`src/rtl/bcd_pkg.sv`:
```
// Shared definitions for the BCD-to-binary converter: digit geometry, FSM states
// and the digit-range check used when operands are captured.
package bcd_pkg;

   localparam int BCD_W    = 4;
   localparam int N_DIGITS = 4;
   localparam int N_BIN    = 14;

   typedef enum logic [1:0] {
      IDLE,
      SHIFT,
      DONE
   } state_t;

   function automatic logic bcd_valid(input logic [BCD_W-1:0] d);
      return d <= BCD_W'(9);
   endfunction

endpackage

```
`src/rtl/bcd_digit_adjust.sv`:
```
// One reverse double-dabble correction step for a single BCD digit:
// a digit that reached 8 or more after the right shift is pulled back by 3.
module bcd_digit_adjust
   import bcd_pkg::*;
(
   input  logic [BCD_W-1:0] din,
   output logic [BCD_W-1:0] dout
);

   assign dout = (din >= BCD_W'(8)) ? din - BCD_W'(3) : din;

endmodule

```
`src/rtl/bcd_to_bin.sv`:
```
// Iterative four-digit BCD to binary converter (reverse double-dabble),
// one shift per clock with a start/busy/done handshake.
module bcd_to_bin #(
   parameter int N_BIN = 14,
   parameter int N_OUT = 13
) (
   input  logic             clk,
   input  logic             rst_n,
   input  logic             start,
   input  logic [3:0]       thousands,
   input  logic [3:0]       hundreds,
   input  logic [3:0]       tens,
   input  logic [3:0]       ones,
   output logic             busy,
   output logic             done,
   output logic [N_OUT-1:0] number,
   output logic             ovf,
   output logic             err
);

   import bcd_pkg::*;

   localparam int BCD_TOT = BCD_W * N_DIGITS;
   localparam int SR_W    = BCD_TOT + N_BIN;
   localparam int CNT_W   = $clog2(N_BIN);

   state_t             state_reg, state_next;
   logic [CNT_W-1:0]   cnt_reg, cnt_next;
   logic [SR_W-1:0]    sr_reg, sr_next;
   logic [N_OUT-1:0]   number_reg, number_next;
   logic               ovf_reg, ovf_next;
   logic               err_reg, err_next;

   logic [SR_W-1:0]    sr_shift;
   logic [SR_W-1:0]    sr_adj;
   logic               digits_ok;

   assign sr_shift = sr_reg >> 1;
   assign sr_adj[N_BIN-1:0] = sr_shift[N_BIN-1:0];

   // Digit corrections apply to the post-shift BCD field only.
   generate
      for (genvar gi = 0; gi < N_DIGITS; gi++) begin : g_adj
         bcd_digit_adjust u_adj (
            .din  (sr_shift[N_BIN + gi*BCD_W +: BCD_W]),
            .dout (sr_adj  [N_BIN + gi*BCD_W +: BCD_W])
         );
      end
   endgenerate

   assign digits_ok = bcd_valid(thousands) && bcd_valid(hundreds) &&
                      bcd_valid(tens) && bcd_valid(ones);

   always_ff @(posedge clk or negedge rst_n) begin
      if (!rst_n) begin
         state_reg  <= IDLE;
         cnt_reg    <= '0;
         sr_reg     <= '0;
         number_reg <= '0;
         ovf_reg    <= 1'b0;
         err_reg    <= 1'b0;
      end else begin
         state_reg  <= state_next;
         cnt_reg    <= cnt_next;
         sr_reg     <= sr_next;
         number_reg <= number_next;
         ovf_reg    <= ovf_next;
         err_reg    <= err_next;
      end
   end

   always_comb begin
      state_next  = state_reg;
      cnt_next    = cnt_reg;
      sr_next     = sr_reg;
      number_next = number_reg;
      ovf_next    = ovf_reg;
      err_next    = err_reg;
      case (state_reg)
         IDLE: begin
            if (start) begin
               sr_next  = {thousands, hundreds, tens, ones, {N_BIN{1'b0}}};
               cnt_next = '0;
               ovf_next = 1'b0;
               err_next = 1'b0;
               if (!digits_ok) begin
                  err_next    = 1'b1;
                  number_next = '0;
                  state_next  = DONE;
               end else begin
                  state_next  = SHIFT;
               end
            end
         end
         SHIFT: begin
            sr_next  = sr_adj;
            cnt_next = cnt_reg + CNT_W'(1);
            // The final shift leaves the full binary value in the accumulator.
            if (cnt_reg == CNT_W'(N_BIN - 1)) begin
               number_next = sr_adj[N_OUT-1:0];
               ovf_next    = |sr_adj[N_BIN-1:N_OUT];
               state_next  = DONE;
            end
         end
         DONE: begin
            state_next = IDLE;
         end
         default: begin
            state_next = IDLE;
         end
      endcase
   end

   assign busy   = (state_reg == SHIFT);
   assign done   = (state_reg == DONE);
   assign number = number_reg;
   assign ovf    = ovf_reg;
   assign err    = err_reg;

endmodule
```
`config.mk`:
```
export PLATFORM = sky130hd
export DESIGN_NAME = bcd_to_bin
export DESIGN_NICKNAME = d
export VERILOG_FILES = /design/src/rtl/bcd_pkg.sv /design/src/rtl/bcd_digit_adjust.sv /design/src/rtl/bcd_to_bin.sv
export SDC_FILE = /design/constraint.sdc
export NUM_CORES = 1
export LEC_CHECK = 0
export CAP_MARGIN = 20
export CORE_AREA = 2 2 68 70
export DETAILED_ROUTE_END_ITERATION = 8
export DIE_AREA = 0 0 70 72
export PLACE_DENSITY_LB_ADDON = 0.05
export SLEW_MARGIN = 20
export SYNTH_ARGS = -nofsm -noshare
export SYNTH_HDL_FRONTEND = slang
export SYNTH_SLANG_ARGS = --single-unit
```
`constraint.sdc`:
```
create_clock -name clk -period 2.4 [get_ports clk]
set_input_delay 0.36 -clock clk [delete_from_list [all_inputs] [get_ports clk]]
set_output_delay 0.36 -clock clk [all_outputs]
set_load 0.03 [all_outputs]
```
==> results of run 1 <==
==> through the flow <==
stage          hold WS [ps]  area [um2]
2_1_floorplan         64.41        2414
3_3_place_gp          198.3        2814
3_5_place_dp          194.2        2814
4_1_cts               394.5        2922
5_1_grt               397.7        2922
6_report              397.0        2922
==> cells by family (layout without fill, tap and decap cells) <==
| logic type | Yosys count | after routing | synth area share, % |
|---|---|---|---|
| AOI/OAI and AO/OA | 77 | 77 | 20.94 |
| DFF | 50 | 50 | 51.84 |
| xor gates and xnor gates | 7 | 7 | 2.540 |
| muxes | 8 | 8 | 3.370 |
| buffers and inverters | 28 | 65 | 5.236 |
| and+or+nand+nor | 58 | 58 | 11.92 |
| adders and majority gates | 8 | 8 | 4.147 |
==> synth_stat cells, types with 4 or more instances <==
master,instances,share of area (%)
buf_2,5,1.0
nor2b_1,4,1.0
nand3_1,20,4.1
a22o_1,13,4.7
nand2_1,17,2.6
inv_1,10,1.6
o21ai_0,31,6.4
dfrtp_1,50,52
nor2_1,8,1.2
mux2i_1,7,2.9
clkbuf_1,10,1.6
o22ai_1,6,1.6
ha_1,8,4.1
xor2_1,4,1.5
a21oi_1,6,1.2
==> final timing paths <==
check	start	endpoint	slack, ps	cells past startpoint
max in group asynchronous	rst_n	sr_reg[12]	1460	3
setup reg to reg	state_reg[1]	number[1]	600	5
hold reg to reg	sr_reg[29]	sr_reg[29]	510	1
hold / removal	rst_n	sr_reg[23]	400	2
min in group clk	sr_reg[29]	sr_reg[29]	510	1
setup / recovery	state_reg[0]	busy	230	3
==> worst max-delay path, stage by stage (launching register included) <==
cell and delay (ps):
dfrtp_1 610, nand2b_1 140, clkinv_1 80, clkdlybuf4s50_1 660
==> where the power goes <==
group / total (mW) / switching [mW] / internal, mW / leakage [nW]
registers: 1.24 / 0.222 / 1.02 / 0.654
logic: 0.852 / 0.462 / 0.391 / 0.628
clock network: 0.531 / 0.312 / 0.219 / 0.0506
==> final cells by class <==
cell class	instances	share of cell area (%)
Multi-Input combinational cell	158	35.46
Inverter	11	1.413
Timing Repair Buffer	46	14.73
Sequential cell	50	42.83
Clock buffer	5	2.355
Tap cell	52	2.227
Clock inverter	3	0.9850
==> what timing repair did <==
item,4_1_cts,5_1_grt
hold endpoints to repair,5,0
setup endpoints to repair,0,0
hold buffers,1,0
==> metal layers <==
layer | up-vias | GRT usage [%]
met5 | - | 0
met4 | 0 | 3.846
met3 | 2 | 4.444
met2 | 52 | 35.77
met1 | 928 | 36.58
li1 | 907 | -
==> summary.txt, run 1 <==
Run status
  – Outcome: completed

Clock tree
  – Number of clock sinks: 50
  – Library cell used as clock root buffer: clkbuf_8
  – Buffer levels on the longest clock path: 2
  – Number of buffers inserted during clock tree synthesis: 5
  – Insertion delay to the later sink of the worst-skew pair: 300 ps
  – CTS tree: done
  – Post_cts resized: 0
  – H-tree depth: 2
  – Number of buffers inserted to repair setup after CTS: 0
  – Clock edge transition at the registers on the reported setup and hold paths: 100 ps

Pwr
  – Lkg Pwr: 1.332 nW
  – Total chip power: 2.626 mW
  – Peak supply drop: 0.5857 mV
  – Total power divided by cell area: 898.8 nW/um2

Worst setup path
  – Highest fanout seen on the critical path: 11
  – Type of the setup path with the least slack: flop to primary output
  – Critical Path AT: 1810 ps
  – Setup crit start kind: flop
  – Data required time of the critical path: 2040 ps
  – Type of element capturing the critical path: primary output

Layout
  – Finished Layout Cells: 325
  – Area taken by multi-input logic gates: 1036 um2
  – Share of cells above drive strength 1: 8.791%
  – Count of filler cells inserted in the layout: 324
  – Final-stage net count: 299
  – Most frequent standard cell in the layout excluding fill and tap cells: dfrtp_1
  – Largest register FFs: 29
  – Highest-count cells in the layout ignoring fill and taps: 50 x dfrtp_1, 34 x clkdlybuf4s50_1, 31 x o21ai_0, 20 x nand3_1, 17 x nand2_1
  – Area occupied by registers: 1251 um2
  – Share of the core filled with cells in the final layout: 68.52%
  – Synth-to-layout area growth: 21.05%
  – Inserted Diodes: 0

Synthesis
  – Number of instances in the synthesized netlist: 236
  – Synthesized area per cell: 10.23 um2
  – Post-synthesis register bit count: 50
  – Post-Synthesis Net Count: 263
  – Share of the yosys chip area belonging to registers: 51.84%
  – Number of distinct library cells after synthesis: 37
  – Top FF cell, synth: dfrtp_1
  – Area of the mapped netlist: 2414 um2
  – Count of yosys warnings during synthesis: 0
  – Post-synth ARST share: 100.0%
  – Number of synthesized flops with an enable pin: 0

Detailed routing
  – Top metal layer carrying routed signals: met4
  – Routed via count: 1889
  – Ratio of routed vias to standard cells: 5.812
  – Met2 wirelength from detailed routing: 2.415 mm
  – Met1 Routed Length: 2.746 mm
  – Total detailed-routing wirelength: 5.429 mm
  – DRC: 0
  – Number of routed nets with antenna violations: 0
  – Violation count after the first detailed-route iteration: 155
  – Met3 routed wirelength: 255 um
  – DR pass1 iterations: 5
  – Average wire length per cell after detail routing: 16.70 um

Floorplan
  – Standard-cell rows: 24
  – Chip height: 72 um
  – Die area: 5040 um2
  – Core region area: 4264 um2
  – Horizontal extent of the die: 70 um
  – Starting density of the core: 56.60%
  – I/O Pins: 36

Worst hold path
  – Worst min-delay path class: input pin to async pin

Flow run
  – Number of violations of the max-capacitance limit: 0

Timing
  – Post-layout minimum cycle time: 2166 ps
  – Setup Total Neg Slack: 0 ps
  – Final max-slew violation count: 0
  – Maximum clock rate: 0.4617 GHz
  – Setup repair after global routing missed its margin: no
  – Normalized max-slew margin: 69.81%
  – Maximum clock skew at final layout: 8.453 ps
  – Worst-case setup margin in the final layout: 234.1 ps
  – Fraction of the cycle the final worst path needs: 90.25%
  – Final setup violation count: 0
  – Total count of hold-check failures in the final report: 0
  – Actual transition at the worst max-transition pin: 448.1 ps

Placed design
  – Routability congestion estimate from global placement: 0.8454
  – Hpwl dp: 3.549 mm
  – Cell count after placement: 316
  – Dpl ws: 299.9 ps
  – Total of buffers placed on input and output ports: 35

GRT
  – GRT overflow: 0
  – Tot GR Track Use: 23.63%
  – Maximum number of pins on one net before global-route repair: 35
  – Number of antenna violations at the first check in global routing: 0
  – Wire length of the first global-routing pass: 9.591 mm
  – Via count of the first global-routing pass: 1928
No activity file was read; power rests on OpenSTA's default activity.
==> inputs of run 2 (changes only) <==
CORE_AREA = 2 2 73 75   (was 2 2 68 70)
CTS_BUF_LIST = sky130_fd_sc_hd__clkbuf_8   (was unset)
DIE_AREA = 0 0 75 77   (was 0 0 70 72)
SLEW_MARGIN = 10   (was 20)
==> run 2 against run 1 <==
Against the previous run: the flow now finishes with violations (negative hold slack); clock skew fell by 0.59 ps; clock power fell by 8.1%; flip-flop and latch count did not move; global-route usage fell by 3.0 points.
==> summary.txt, run 2 (same netlist as run 1, synthesis figures left out) <==
GRT
  – GRT busiest layer: met1
  – Maximum number of pins on one net before global-route repair: 35 (unchanged)
  – Wire length of the first global-routing pass: 9.142 mm (-4.7%)
  – Tot GR Track Use: 20.67% (-3.0 points)
  – Number of antenna violations at the first check in global routing: 0 (unchanged)
  – Met3 track demand over resource in global routing: 3.417% (-1.0 points)
  – Met1 GRT Util: 33.16% (-3.4 points)
  – Via count of the first global-routing pass: 1781 (-7.6%)
  – GRT overflow: 0 (unchanged)
  – Met2 global-route usage: 28.68% (-7.1 points)

Timing
  – Total count of hold-check failures in the final report: 3 (+3)
  – Final setup violation count: 0 (unchanged)
  – Final worst hold slack: -6.554 ps (-403.5 ps)
  – Final max-slew violation count: 0 (unchanged)
  – Maximum clock rate: 0.4612 GHz (-0.10%)
  – Actual transition at the worst max-transition pin: 610.9 ps (+162.8 ps)
  – Maximum clock skew at final layout: 7.858 ps (-0.5947 ps)
  – Setup repair after global routing missed its margin: no
  – Setup Total Neg Slack: 0 ps (unchanged)
  – Post-layout minimum cycle time: 2168 ps (+2.260 ps)
  – Normalized max-slew margin: 59.28% (-11 points)
  – Fraction of the cycle the final worst path needs: 90.34% (+0.094 points)

Pwr
  – Peak supply drop: 0.4695 mV (-20%)
  – Total chip power: 2.556 mW (-2.7%)
  – Lkg Pwr: 1.311 nW (-1.6%)
  – Total power divided by cell area: 880.2 nW/um2 (-2.1%)

Clock tree
  – Insertion delay to the later sink of the worst-skew pair: 300 ps (about the same)
  – Post_cts resized: 0 (unchanged)
  – Number of buffers inserted during clock tree synthesis: 5 (unchanged)
  – Hold bufs inserted after CTS: 0 (-1)
  – Clock edge transition at the registers on the reported setup and hold paths: 100 ps (about the same)
  – Number of buffers inserted to repair setup after CTS: 0 (unchanged)
  – Library cell used as clock root buffer: clkbuf_8
  – H-tree depth: 2 (unchanged)
  – CTS tree: done
  – Buffer levels on the longest clock path: 2 (unchanged)
  – Number of clock sinks: 50 (unchanged)

Run status
  – Violations in the final reports: negative hold slack
  – Outcome: finished, violations left

Worst setup path
  – Type of the setup path with the least slack: flop to primary output
  – Highest fanout seen on the critical path: 11 (unchanged)
  – Critical Path AT: 1810 ps (about the same)
  – FF-to-FF setup slack: 660 ps (+60 ps)
  – Type of element capturing the critical path: primary output
  – Data required time of the critical path: 2040 ps (about the same)
  – Setup crit start kind: flop

Layout
  – Inserted Diodes: 0 (unchanged)
  – Share of cells above drive strength 1: 7.807% (-0.98 points)
  – Most frequent standard cell in the layout excluding fill and tap cells: dfrtp_1
  – Highest-count cells in the layout ignoring fill and taps: 50 x dfrtp_1, 34 x clkdlybuf4s50_1, 31 x o21ai_0, 20 x nand3_1, 17 x nand2_1
  – Finished Layout Cells: 339 (+4.3%)
  – Design area: 2904 um2 (-0.60%)
  – Synth-to-layout area growth: 20.32%
  – Largest register FFs: 29 (unchanged)
  – Final-stage net count: 296 (-1.0%)

Detailed routing
  – DRC: 0 (unchanged)
  – Routed via count: 1898 (+0.48%)
  – Average wire length per cell after detail routing: 15.91 um (-4.7%)
  – Number of routed nets with antenna violations: 0 (unchanged)
  – Violation count after the first detailed-route iteration: 115 (-26%)
  – Total detailed-routing wirelength: 5.395 mm (-0.63%)
  – Ratio of routed vias to standard cells: 5.599 (-3.7%)
  – DR pass1 iterations: 4 (-1)

Worst hold path
  – Worst min-delay path class: input pin to async pin

Placed design
  – Cell count after placement: 332 (+5.1%)
  – Routability congestion estimate from global placement: 0.7899 (-6.6%)
  – Total of buffers placed on input and output ports: 35 (unchanged)
  – Placed cell area: 2821 um2 (+0.27%)
  – Hpwl dp: 3.616 mm (+1.9%)

Floorplan
  – Starting density of the core: 48.49% (-8.1 points)
  – Die area: 5775 um2 (+15%)
  – Core region area: 4977 um2 (+17%)
  – Standard-cell rows: 26 (+8.3%)
  – Horizontal extent of the die: 75 um (+7.1%)
  – I/O Pins: 36 (unchanged)
  – Chip height: 77 um (+6.9%)

Flow run
  – Number of violations of the max-capacitance limit: 0 (unchanged)
run 2: per-stage QoR:
step	utilization (%)	setup WS [ps]
after global routing	58.35	129.0
after floorplan	-	841.9
after global placement	56.69	336.0
after detailed placement	56.69	308.7
final	58.35	231.8
after CTS	58.35	236.1
run 2: worst max-delay path, cell delays in order (launching register included):
cell and delay (ps):
dfrtp_1 620, nand2b_1 140, clkinv_1 90, clkdlybuf4s50_1 670
run 2: final timing paths:
check / start / cells after the start / end
max in group asynchronous: rst_n / 2 / sr_reg[22]
max reg2reg: state_reg[0] / 4 / number[8]
min in group clk: sr_reg[1] / 1 / sr_reg[1]
min reg2reg: sr_reg[1] / 1 / sr_reg[1]
min: rst_n / 1 / sr_reg[29]
max: state_reg[0] / 3 / busy
run 2: layout make-up:
type | instances | area (um2)
sequential | 50 | 1251
fill | 451 | 2073
clock buffer | 5 | 68.82
clock inverter | 2 | 13.76
tap | 70 | 87.58
multi-input combinational | 158 | 1036
inverter | 11 | 41.29
timing repair buffer | 43 | 405.4
run 2: report_power, final:
| group | internal (mW) | switching [mW] | total [mW] | leakage [nW] |
|---|---|---|---|---|
| sequential | 1.02 | 0.216 | 1.24 | 0.654 |
| clock | 0.202 | 0.285 | 0.488 | 0.0444 |
| combinational | 0.384 | 0.448 | 0.832 | 0.613 |
run 2: routing by layer:
layer  share of wire [%]  routed length [um]
met4                 1.1                  60
met5                   0                   0
met3                 3.6                 194
met1                  51                2762
met2                  44                2377
==> inputs of run 3 (changes only) <==
CTS_CLUSTER_DIAMETER = 80   (was unset)
MAX_ROUTING_LAYER = met4   (was unset)
TNS_END_PERCENT = 100   (was unset)
==> run 3 against run 2 <==
Against the previous run: first-iteration DRC count decreased by 9.6%; sequential share of layout area is the same; utilization is the same; final cell count unchanged; register-to-register slack about the same; final area stayed put; die area did not move; routed wire length shrank 0.28%; largest cell class unchanged; non-clock buffer count unchanged; global-route usage up 0.48 points; setup slack better by 9.7 ps; the run still ends with negative hold slack left.
==> summary.txt, run 3 (same netlist as run 1, synthesis figures left out) <==
Timing
  – Worst-case setup margin in the final layout: 241.5 ps (+9.696 ps)
  – Maximum clock rate: 0.4633 GHz (+0.45%)
  – Normalized max-slew margin: 59.60% (+0.32 points)
  – Actual transition at the worst max-transition pin: 606.0 ps (-4.867 ps)
  – Post-layout minimum cycle time: 2158 ps (-9.696 ps)
  – Fraction of the cycle the final worst path needs: 89.94% (-0.40 points)
  – Setup Total Neg Slack: 0 ps (unchanged)
  – Final max-slew violation count: 0 (unchanged)
  – Final setup violation count: 0 (unchanged)
  – Setup repair after global routing missed its margin: no
  – Final worst hold slack: -3.461 ps (+3.093 ps)
  – Total count of hold-check failures in the final report: 3 (unchanged)
  – Maximum clock skew at final layout: 7.300 ps (-0.5584 ps)

Detailed routing
  – DR pass1 iterations: 5 (+1)
  – Routed via count: 1896 (-0.11%)
  – Number of routed nets with antenna violations: 0 (unchanged)
  – DRC: 0 (unchanged)
  – Average wire length per cell after detail routing: 15.87 um (-0.28%)
  – Violation count after the first detailed-route iteration: 104 (-9.6%)
  – Total detailed-routing wirelength: 5.380 mm (-0.28%)
  – Ratio of routed vias to standard cells: 5.593 (-0.11%)

Worst setup path
  – Highest fanout seen on the critical path: 11 (unchanged)
  – Worst Setup SP: state_reg[0]
  – Data required time of the critical path: 2040 ps (about the same)
  – FF-to-FF setup slack: 660 ps (about the same)
  – Critical register-to-register path startpoint: state_reg[1]
  – Setup crit start kind: flop
  – Critical Path AT: 1800 ps (about the same)
  – Type of element capturing the critical path: primary output
  – Type of the setup path with the least slack: flop to primary output

Pwr
  – Peak supply drop: 0.4695 mV (about the same)
  – Lkg Pwr: 1.311 nW (unchanged)
  – Total power divided by cell area: 879.7 nW/um2 (about the same)

GRT
  – Via count of the first global-routing pass: 1788 (+0.39%)
  – GRT overflow: 0 (unchanged)
  – Wire length of the first global-routing pass: 9.128 mm (-0.15%)
  – GRT busiest layer: met1
  – Met2 global-route usage: 29.21% (+0.53 points)
  – Met3 track demand over resource in global routing: 3.285% (-0.13 points)
  – Maximum number of pins on one net before global-route repair: 35 (unchanged)
  – Number of antenna violations at the first check in global routing: 0 (unchanged)
  – Tot GR Track Use: 21.15% (+0.48 points)
  – Met1 GRT Util: 32.48% (-0.68 points)

Layout
  – Design area: 2904 um2 (unchanged)
  – Inserted Diodes: 0 (unchanged)
  – Synth-to-layout area growth: 20.32% (unchanged)
  – Final-stage net count: 296 (unchanged)
  – Largest register FFs: 29 (unchanged)
  – Share of cells above drive strength 1: 7.807% (unchanged)
  – Highest-count cells in the layout ignoring fill and taps: 50 x dfrtp_1, 34 x clkdlybuf4s50_1, 31 x o21ai_0, 20 x nand3_1, 17 x nand2_1
  – Most frequent standard cell in the layout excluding fill and tap cells: dfrtp_1

Run status
  – Outcome: finished, violations left
  – Violations in the final reports: negative hold slack

Clock tree
  – Buffer levels on the longest clock path: 2 (unchanged)
  – Insertion delay to the later sink of the worst-skew pair: 300 ps (about the same)
  – Hold bufs inserted after CTS: 0 (unchanged)
  – Number of buffers inserted during clock tree synthesis: 5 (unchanged)
  – Post_cts resized: 0 (unchanged)
  – Library cell used as clock root buffer: clkbuf_8
  – Clock edge transition at the registers on the reported setup and hold paths: 90 ps (about the same)
  – H-tree depth: 2 (unchanged)
  – Number of clock sinks: 50 (unchanged)
  – Number of buffers inserted to repair setup after CTS: 0 (unchanged)
  – CTS tree: done

Worst hold path
  – Worst min-delay path class: input pin to async pin

Placed design
  – Placed cell area: 2821 um2 (unchanged)
  – Routability congestion estimate from global placement: 0.8010 (+1.4%)
  – Dpl ws: 308.7 ps (unchanged)
  – Hpwl dp: 3.616 mm (unchanged)
  – Total of buffers placed on input and output ports: 35 (unchanged)

Floorplan
  – Chip height: 77 um (unchanged)
  – Standard-cell rows: 26 (unchanged)
  – Starting density of the core: 48.49% (unchanged)
  – Die area: 5775 um2 (unchanged)
  – Horizontal extent of the die: 75 um (unchanged)
  – Core region area: 4977 um2 (unchanged)
  – I/O Pins: 36 (unchanged)

Flow run
  – Number of violations of the max-capacitance limit: 0 (unchanged)
[run 3: cell counts in the layout (fill, tap and decap cells not counted)]
Identical to the previous run, type by type.
[run 3: worst paths after layout]
| check | endpoint | depth (start not counted) |
|---|---|---|
| worst min-delay path | sr_reg[29] | 1 |
| max in group asynchronous | sr_reg[22] | 2 |
| worst min register to register | sr_reg[1] | 1 |
| worst max register to register | number[8] | 5 |
| worst max-delay path | busy | 3 |
| min in group clk | sr_reg[1] | 1 |
[run 3: cell type report]
type,instances,area (um2)
Clock buffer,5,68.82
Clock inverter,2,13.76
Fill cell,451,2073
Inverter,11,41.29
Multi-Input combinational cell,158,1036
Sequential cell,50,1251
Tap cell,70,87.58
Timing Repair Buffer,43,405.4
[run 3: layer usage]
layer | share of wire (%) | wire, um
met3 | 4.0 | 213
met4 | 1.1 | 60
met1 | 51 | 2731
met5 | 0 | 0
met2 | 44 | 2376
[run 3: per-stage QoR]
stage          power [mW]  util [%]  cells
6_report            2.555     58.35    339
5_1_grt             2.735     58.35    339
4_1_cts             2.580     58.35    339
3_3_place_gp        2.075     56.69    332
2_1_floorplan       1.835         -    236
3_5_place_dp        2.090     56.69    332
[run 3: worst max-delay path: stages, from the launching register on]
cell and delay, ps:
dfrtp_1 610, nand2b_1 130, clkinv_1 90, clkdlybuf4s50_1 670
[run 3: report_power, final]
group	total, mW	internal (mW)	switching, mW
Combinational	0.833	0.384	0.449
Sequential	1.24	1.02	0.215
Clock	0.486	0.202	0.283
